`src/rtl/frame_swap_scheduler.sv`:
```
// Double-buffer swap sequencer: grants the loader the back buffer, holds each
// image for a minimum number of frames and flips banks only on frame boundaries.
module frame_swap_scheduler #(
    parameter int CNT_W       = 8,
    parameter int HOLD_FRAMES = 1,
    parameter int STALE_LIMIT = 255
) (
    input  logic             clk,
    input  logic             rst_n,
    input  logic             frame_complete,
    input  logic             loaded,
    input  logic             freeze,
    output logic             ready,
    output logic             flip,
    output logic             swap_pulse,
    output logic [CNT_W-1:0] frame_count,
    output logic             stale,
    output logic             dropped,
    output logic [CNT_W-1:0] err_count
);

    typedef enum logic {LOADING = 1'b0, PENDING = 1'b1} state_t;

    localparam logic [CNT_W:0]   HOLD_C  = HOLD_FRAMES[CNT_W:0];
    localparam logic [CNT_W-1:0] STALE_C = STALE_LIMIT[CNT_W-1:0];
    localparam logic [CNT_W-1:0] MAX_C   = '1;
    localparam logic [CNT_W-1:0] ONE_C   = {{(CNT_W-1){1'b0}}, 1'b1};
    localparam logic [CNT_W:0]   ONE_W   = {{CNT_W{1'b0}}, 1'b1};

    state_t           state_q, state_d;
    logic             ready_q, ready_d;
    logic             flip_q, flip_d;
    logic             swap_pulse_q, swap_pulse_d;
    logic             dropped_q, dropped_d;
    logic [CNT_W-1:0] frame_count_q, frame_count_d;
    logic [CNT_W-1:0] err_count_q, err_count_d;
    logic             hold_ok, swap_now;

    // One bit wider so frame_count at all-ones cannot wrap the compare.
    assign hold_ok  = ({1'b0, frame_count_q} + ONE_W) >= HOLD_C;
    assign swap_now = frame_complete && hold_ok && !freeze &&
                      (state_q == PENDING || loaded);

    always_comb begin
        state_d       = state_q;
        flip_d        = flip_q;
        swap_pulse_d  = 1'b0;
        dropped_d     = 1'b0;
        frame_count_d = frame_count_q;
        err_count_d   = err_count_q;

        if (swap_now) begin
            flip_d        = ~flip_q;
            swap_pulse_d  = 1'b1;
            frame_count_d = '0;
            state_d       = LOADING;
        end else if (frame_complete && frame_count_q != MAX_C) begin
            frame_count_d = frame_count_q + ONE_C;
        end

        // A load while PENDING wrote a bank that was never granted, even if
        // the pending image swaps out in this same cycle.
        if (loaded) begin
            if (state_q == PENDING) begin
                dropped_d = 1'b1;
                if (err_count_q != MAX_C) err_count_d = err_count_q + ONE_C;
            end else if (!swap_now) begin
                state_d = PENDING;
            end
        end

        ready_d = (state_d == LOADING);
    end

    always_ff @(posedge clk or negedge rst_n) begin
        if (!rst_n) begin
            state_q       <= LOADING;
            ready_q       <= 1'b1;
            flip_q        <= 1'b0;
            swap_pulse_q  <= 1'b0;
            dropped_q     <= 1'b0;
            frame_count_q <= '0;
            err_count_q   <= '0;
        end else begin
            state_q       <= state_d;
            ready_q       <= ready_d;
            flip_q        <= flip_d;
            swap_pulse_q  <= swap_pulse_d;
            dropped_q     <= dropped_d;
            frame_count_q <= frame_count_d;
            err_count_q   <= err_count_d;
        end
    end

    assign ready       = ready_q;
    assign flip        = flip_q;
    assign swap_pulse  = swap_pulse_q;
    assign dropped     = dropped_q;
    assign frame_count = frame_count_q;
    assign err_count   = err_count_q;
    assign stale       = (frame_count_q >= STALE_C);

endmodule

```
`config.mk`:
```
export PLATFORM = sky130hd
export DESIGN_NAME = frame_swap_scheduler
export DESIGN_NICKNAME = d
export VERILOG_FILES = /design/src/rtl/frame_swap_scheduler.sv
export SDC_FILE = /design/constraint.sdc
export NUM_CORES = 1
export LEC_CHECK = 0
export CORE_MARGIN = 2
export CORE_UTILIZATION = 40
export CTS_CLUSTER_SIZE = 16
export DETAILED_ROUTE_END_ITERATION = 10
export DONT_BUFFER_PORTS = 1
export PLACE_DENSITY = 0.6
export SLEW_MARGIN = 25
export SYNTH_ARGS = -nofsm -noshare
export SYNTH_HDL_FRONTEND = slang
export SYNTH_SLANG_ARGS = --single-unit
```
`constraint.sdc`:
```
create_clock -name clk -period 3.8 [get_ports clk]
set_clock_uncertainty 0.05 [all_clocks]
set_input_delay 0.95 -clock clk [delete_from_list [all_inputs] [get_ports clk]]
set_output_delay 0.95 -clock clk [all_outputs]
set_load 0.01 [all_outputs]
```
-- After elaboration in Yosys (flattened, before gate mapping)
Index checks and enable logic that the tools add are counted.
- input port bits: 5
- register bits: 21
- logic and storage cells: 33
- output and inout port bits: 21
- reductions and logical operators: 8
- bitwise logic cells: 2
- add/subtract/negate cells: 3
- multiplexer cells: 9
- eq/ne operators: 2
- $lt $le $gt $ge: 2
- operator list (cell ; count):
    $add A8 B1 Y8 const B ; 2
    $mux W8 ; 2
    $ne A8 B8 Y1 const B ; 2
    $add A8 B1 Y9 const B ; 1
    $ge A9 B1 Y1 const B ; 1
    $ge A8 B8 Y1 const B ; 1
    $mux W1 ; 7
    $logic_and A1 B1 Y1 ; 4
    $reduce_and A3 Y1 ; 1
    $not A1 Y1 ; 2
    $reduce_bool A2 Y1 ; 1
    $logic_not A1 Y1 ; 1
    $logic_or A1 B1 Y1 ; 1

-- Longest topological paths before layout
- depth after elaboration: 10
- depth in mapped cells: 7

-- Least setup slack after synthesis
OpenSTA, ideal clock, no wires.
- path type: register to output
- start: register frame_count_q[0], in the netlist frame_count[0]
- end: output port stale
- stages on the path, launching flop included: 4
- buffers on the path: 0
- required time: 2.800 ns
- data arrival time: 1.116 ns
- path slack: 1.684 ns
- cell sequence: dfrtp_1 ha_1 inv_1 nor3_1
- cells in the longest elaborated chain, start to end: 1
- ends and longest elaborated chain (what ; line ; text):
    start, declared ; 35 ; logic [CNT_W-1:0] frame_count_q, frame_count_d;
    start signal, assigned ; 90 ; frame_count_q <= frame_count_d;
    $ge A8 B8 Y1 ; 101 ; assign stale = (frame_count_q >= STALE_C);
    end, declared ; 17 ; output logic stale,
No other way between the ends.

-- Worst setup path in the final report
Ends and elaborated chain as after synthesis.

==> flow_summary_export.csv <==
group,metric,value,unit
status,status,"finished, final reports clean",
placement,placed_area,0.00116,sq mm
die,core_region_area,0.00271,sq mm
grt,grt_remaining_overflow,0,
power,clkPwrFrac,15.9,%
synth,ys_seq_area_share,47.1,%
power,ir_drop,0.358,mV
sta,worst-slew-pin-transition,0.443,ns
power,internal-power,410,uW
synth,syn_nets,121,
critical_path,crit_arrival,1.58,ns
finish,diodes,0,
die,design.die.area,0.00324,sq mm
synth,async_flop_share,100,%
placement,gp_congestion,0.794,
detailed_routing,drcViolationCount,0,
synth,synthTopCellsByArea,"dfrtp_1 (45%), xnor2_1 (6.3%), nand2_1 (5.0%)",
critical_path,end_kind,"output port",
clock_network,numCtsBuffers,3,
clock_network,cts_tree,"done",
min_path,hold_path.class,"in2async",
synth,ys_warn_count,0,
synth,syn-cell-area,0.00112,sq mm
critical_path,setup.worst_path.start,"frame_count[0]",
critical_path,rr_startpoint,"frame_count[0]",
grt,grt_pass1_wl,3.93,mm
clock_network,clkLatencyLatePin,0.30,ns
finish,final_common_cell,"dfrtp_1",
sta,fmax,0.388,GHz
grt,antenna_found_initial,0,
placement,dp.final_hpwl,1.60,mm
clock_network,clockBufferDepth,2,
die,die-width,56.9,um
power,share_comb_of_total_power,26.0,%
critical_path,path_max_fanout,7,
critical_path,critPathLaunchType,"flip-flop",
power,powerDensity,581,mW/mm^2
power,seqPwrFrac,58.1,%
finish,fin_nets,126,
die,die_h,56.9,um
sta,maxSlewViolCount,0,
sta,rsz0062_at_grt,"no",
die,initial_core_util,41.3,%
synth,avgSynthCellArea,9.90,sq um
grt,grt_util_all_layers,15.2,%
detailed_routing,totalWireLength,2.19,mm
placement,port_buffers,0,
sta,tns,0,ns
finish,layout_common_cells,"dfrtp_1 (20), nand2_1 (15), nor2_1 (15)",
detailed_routing,via_per_inst,5.49,
synth,yosysUniqueCellTypes,35,
detailed_routing,drt-initial-drc-count,30,
sta,post-route-min-period,2.58,ns
detailed_routing,via_count,813,
finish,syn_to_final_growth,5.93,%
detailed_routing,dr.pass1.iters,4,
synth,synthCells,113,
finish,drive_gt1_share,14.5,%
sta,maxSlewHeadroom,70.1,%
placement,place_ws,1.57,ns
detailed_routing,ant_nets,0,
grt,grt_pass1_vias,840,
sta,post-route-period-util,67.8,%
synth,synth_edf_count,0,
flow_run,cap_viol_max_count,0,
power,p_leak,0.486,nW
power,power.net_switching,278,uW
sta,layout_setup_ws,1.22,ns
clock_network,cts_root_buf,"clkbuf_4",
die,pin_count,26,
synth,synth_top_cell_area_share,44.7,%
clock_network,cts_hold_buf,0,
detailed_routing,wl_per_cell,14.8,um
clock_network,postCtsSetupRepairBufs,0,
sta,setup_violations,0,
die,num_rows,19,
clock_network,clkTransAtPathRegs,0.12,ns
finish,fill_cells,268,
clock_network,ctsResizeCount,0,
finish,design_area,0.00118,sq mm
synth,synth_largest_area_cell,"dfrtp_1",
clock_network,ctsHtreeMaxLevel,1,
sta,hold_viol_final,0,
critical_path,critPathKind,"reg2out",
finish,multiInputGateArea,577,sq um
finish,seq_area,527,sq um
critical_path,worstPathRequired,2.80,ns
power,switching_share,40.4,%
synth,ys_ff_latch,21,
clock_network,cts.sinks,21,
synth,synthFlopType,"dfrtp_1",
grt,grt_max_degree,22,
==> cells by family after synthesis <==
group / Yosys count / share of synthesized area, %
xor gates and xnor gates: 14 / 11.0
adders and majority gates: 3 / 3.36
AOI/OAI and AO/OA: 14 / 9.40
buffers and inverters: 4 / 1.34
DFF: 21 / 47.1
muxes: 2 / 1.90
and+or+nand+nor: 55 / 26.0
==> through the flow <==
step                      util (%)  hold WS (ns)  total power, mW  instances
after floorplan                  -         0.435            0.535        113
after global placement        42.7         0.478            0.574        144
after detailed placement      42.7         0.492            0.584        144
after CTS                     43.7         0.258            0.698        148
after global routing          43.7         0.239            0.745        148
final                         43.7         0.272            0.689        148
==> worst paths after layout <==
| check | to | slack [ns] | depth (start not counted) |
|---|---|---|---|
| max in group asynchronous | ready | 3.26 | 0 |
| min in group clk | err_count[5] | 0.51 | 1 |
| worst max-delay path | stale | 1.22 | 3 |
| worst max register to register | flip | 1.60 | 7 |
| worst min-delay path | flip | 0.27 | 0 |
| worst min register to register | err_count[5] | 0.51 | 1 |
==> cells in the mapped netlist (2+ instances only) <==
cell       n
ha_1       3
o21ai_0    2
nand3_1    5
xor2_1     6
a21oi_1    3
nor3_1     5
or2_2      2
dfrtp_1   20
inv_1      4
xnor2_1    8
nor2_1    15
nand2_1   15
and4_1     2
nand2b_1   2
==> power groups by stage <==
stage | logic (mW) | registers (mW) | clock network, mW
after global placement | 0.171 | 0.403 | 0
after detailed placement | 0.179 | 0.406 | 0
final | 0.179 | 0.400 | 0.110
after CTS | 0.181 | 0.401 | 0.116
after floorplan | 0.151 | 0.384 | 0
after global routing | 0.207 | 0.412 | 0.126
==> critical path: stages (launching register included) <==
cell     delay (ns)
dfrtp_1        0.52
ha_1           0.31
inv_1          0.11
nor3_1         0.35
==> layer usage <==
layer  vias to the layer above  global-route usage [%]  part of all wire (%)
li1                        405                       -                     -
met1                       395                    21.1                    48
met2                        11                    23.5                    48
met3                         2                    4.15                   3.7
met4                         0                    3.99                  0.78
met5                         -                       0                     0
==> layout make-up <==
| type | instances | share of cell area (%) |
|---|---|---|
| clock buffers | 3 | 1.90 |
| clock inverters | 1 | 0.422 |
| inverters | 4 | 1.27 |
| multi-input cells | 88 | 48.7 |
| flip-flops and latches | 21 | 44.5 |
| well taps | 31 | 3.27 |
==> flip-flops by register name, indices dropped and copies added (netlist names) <==
name	cells
err_count	8
frame_count	8
dropped	1
flip	1
ready	1
state_q	1
swap_pulse	1
(Power assumes the default switching activity.)
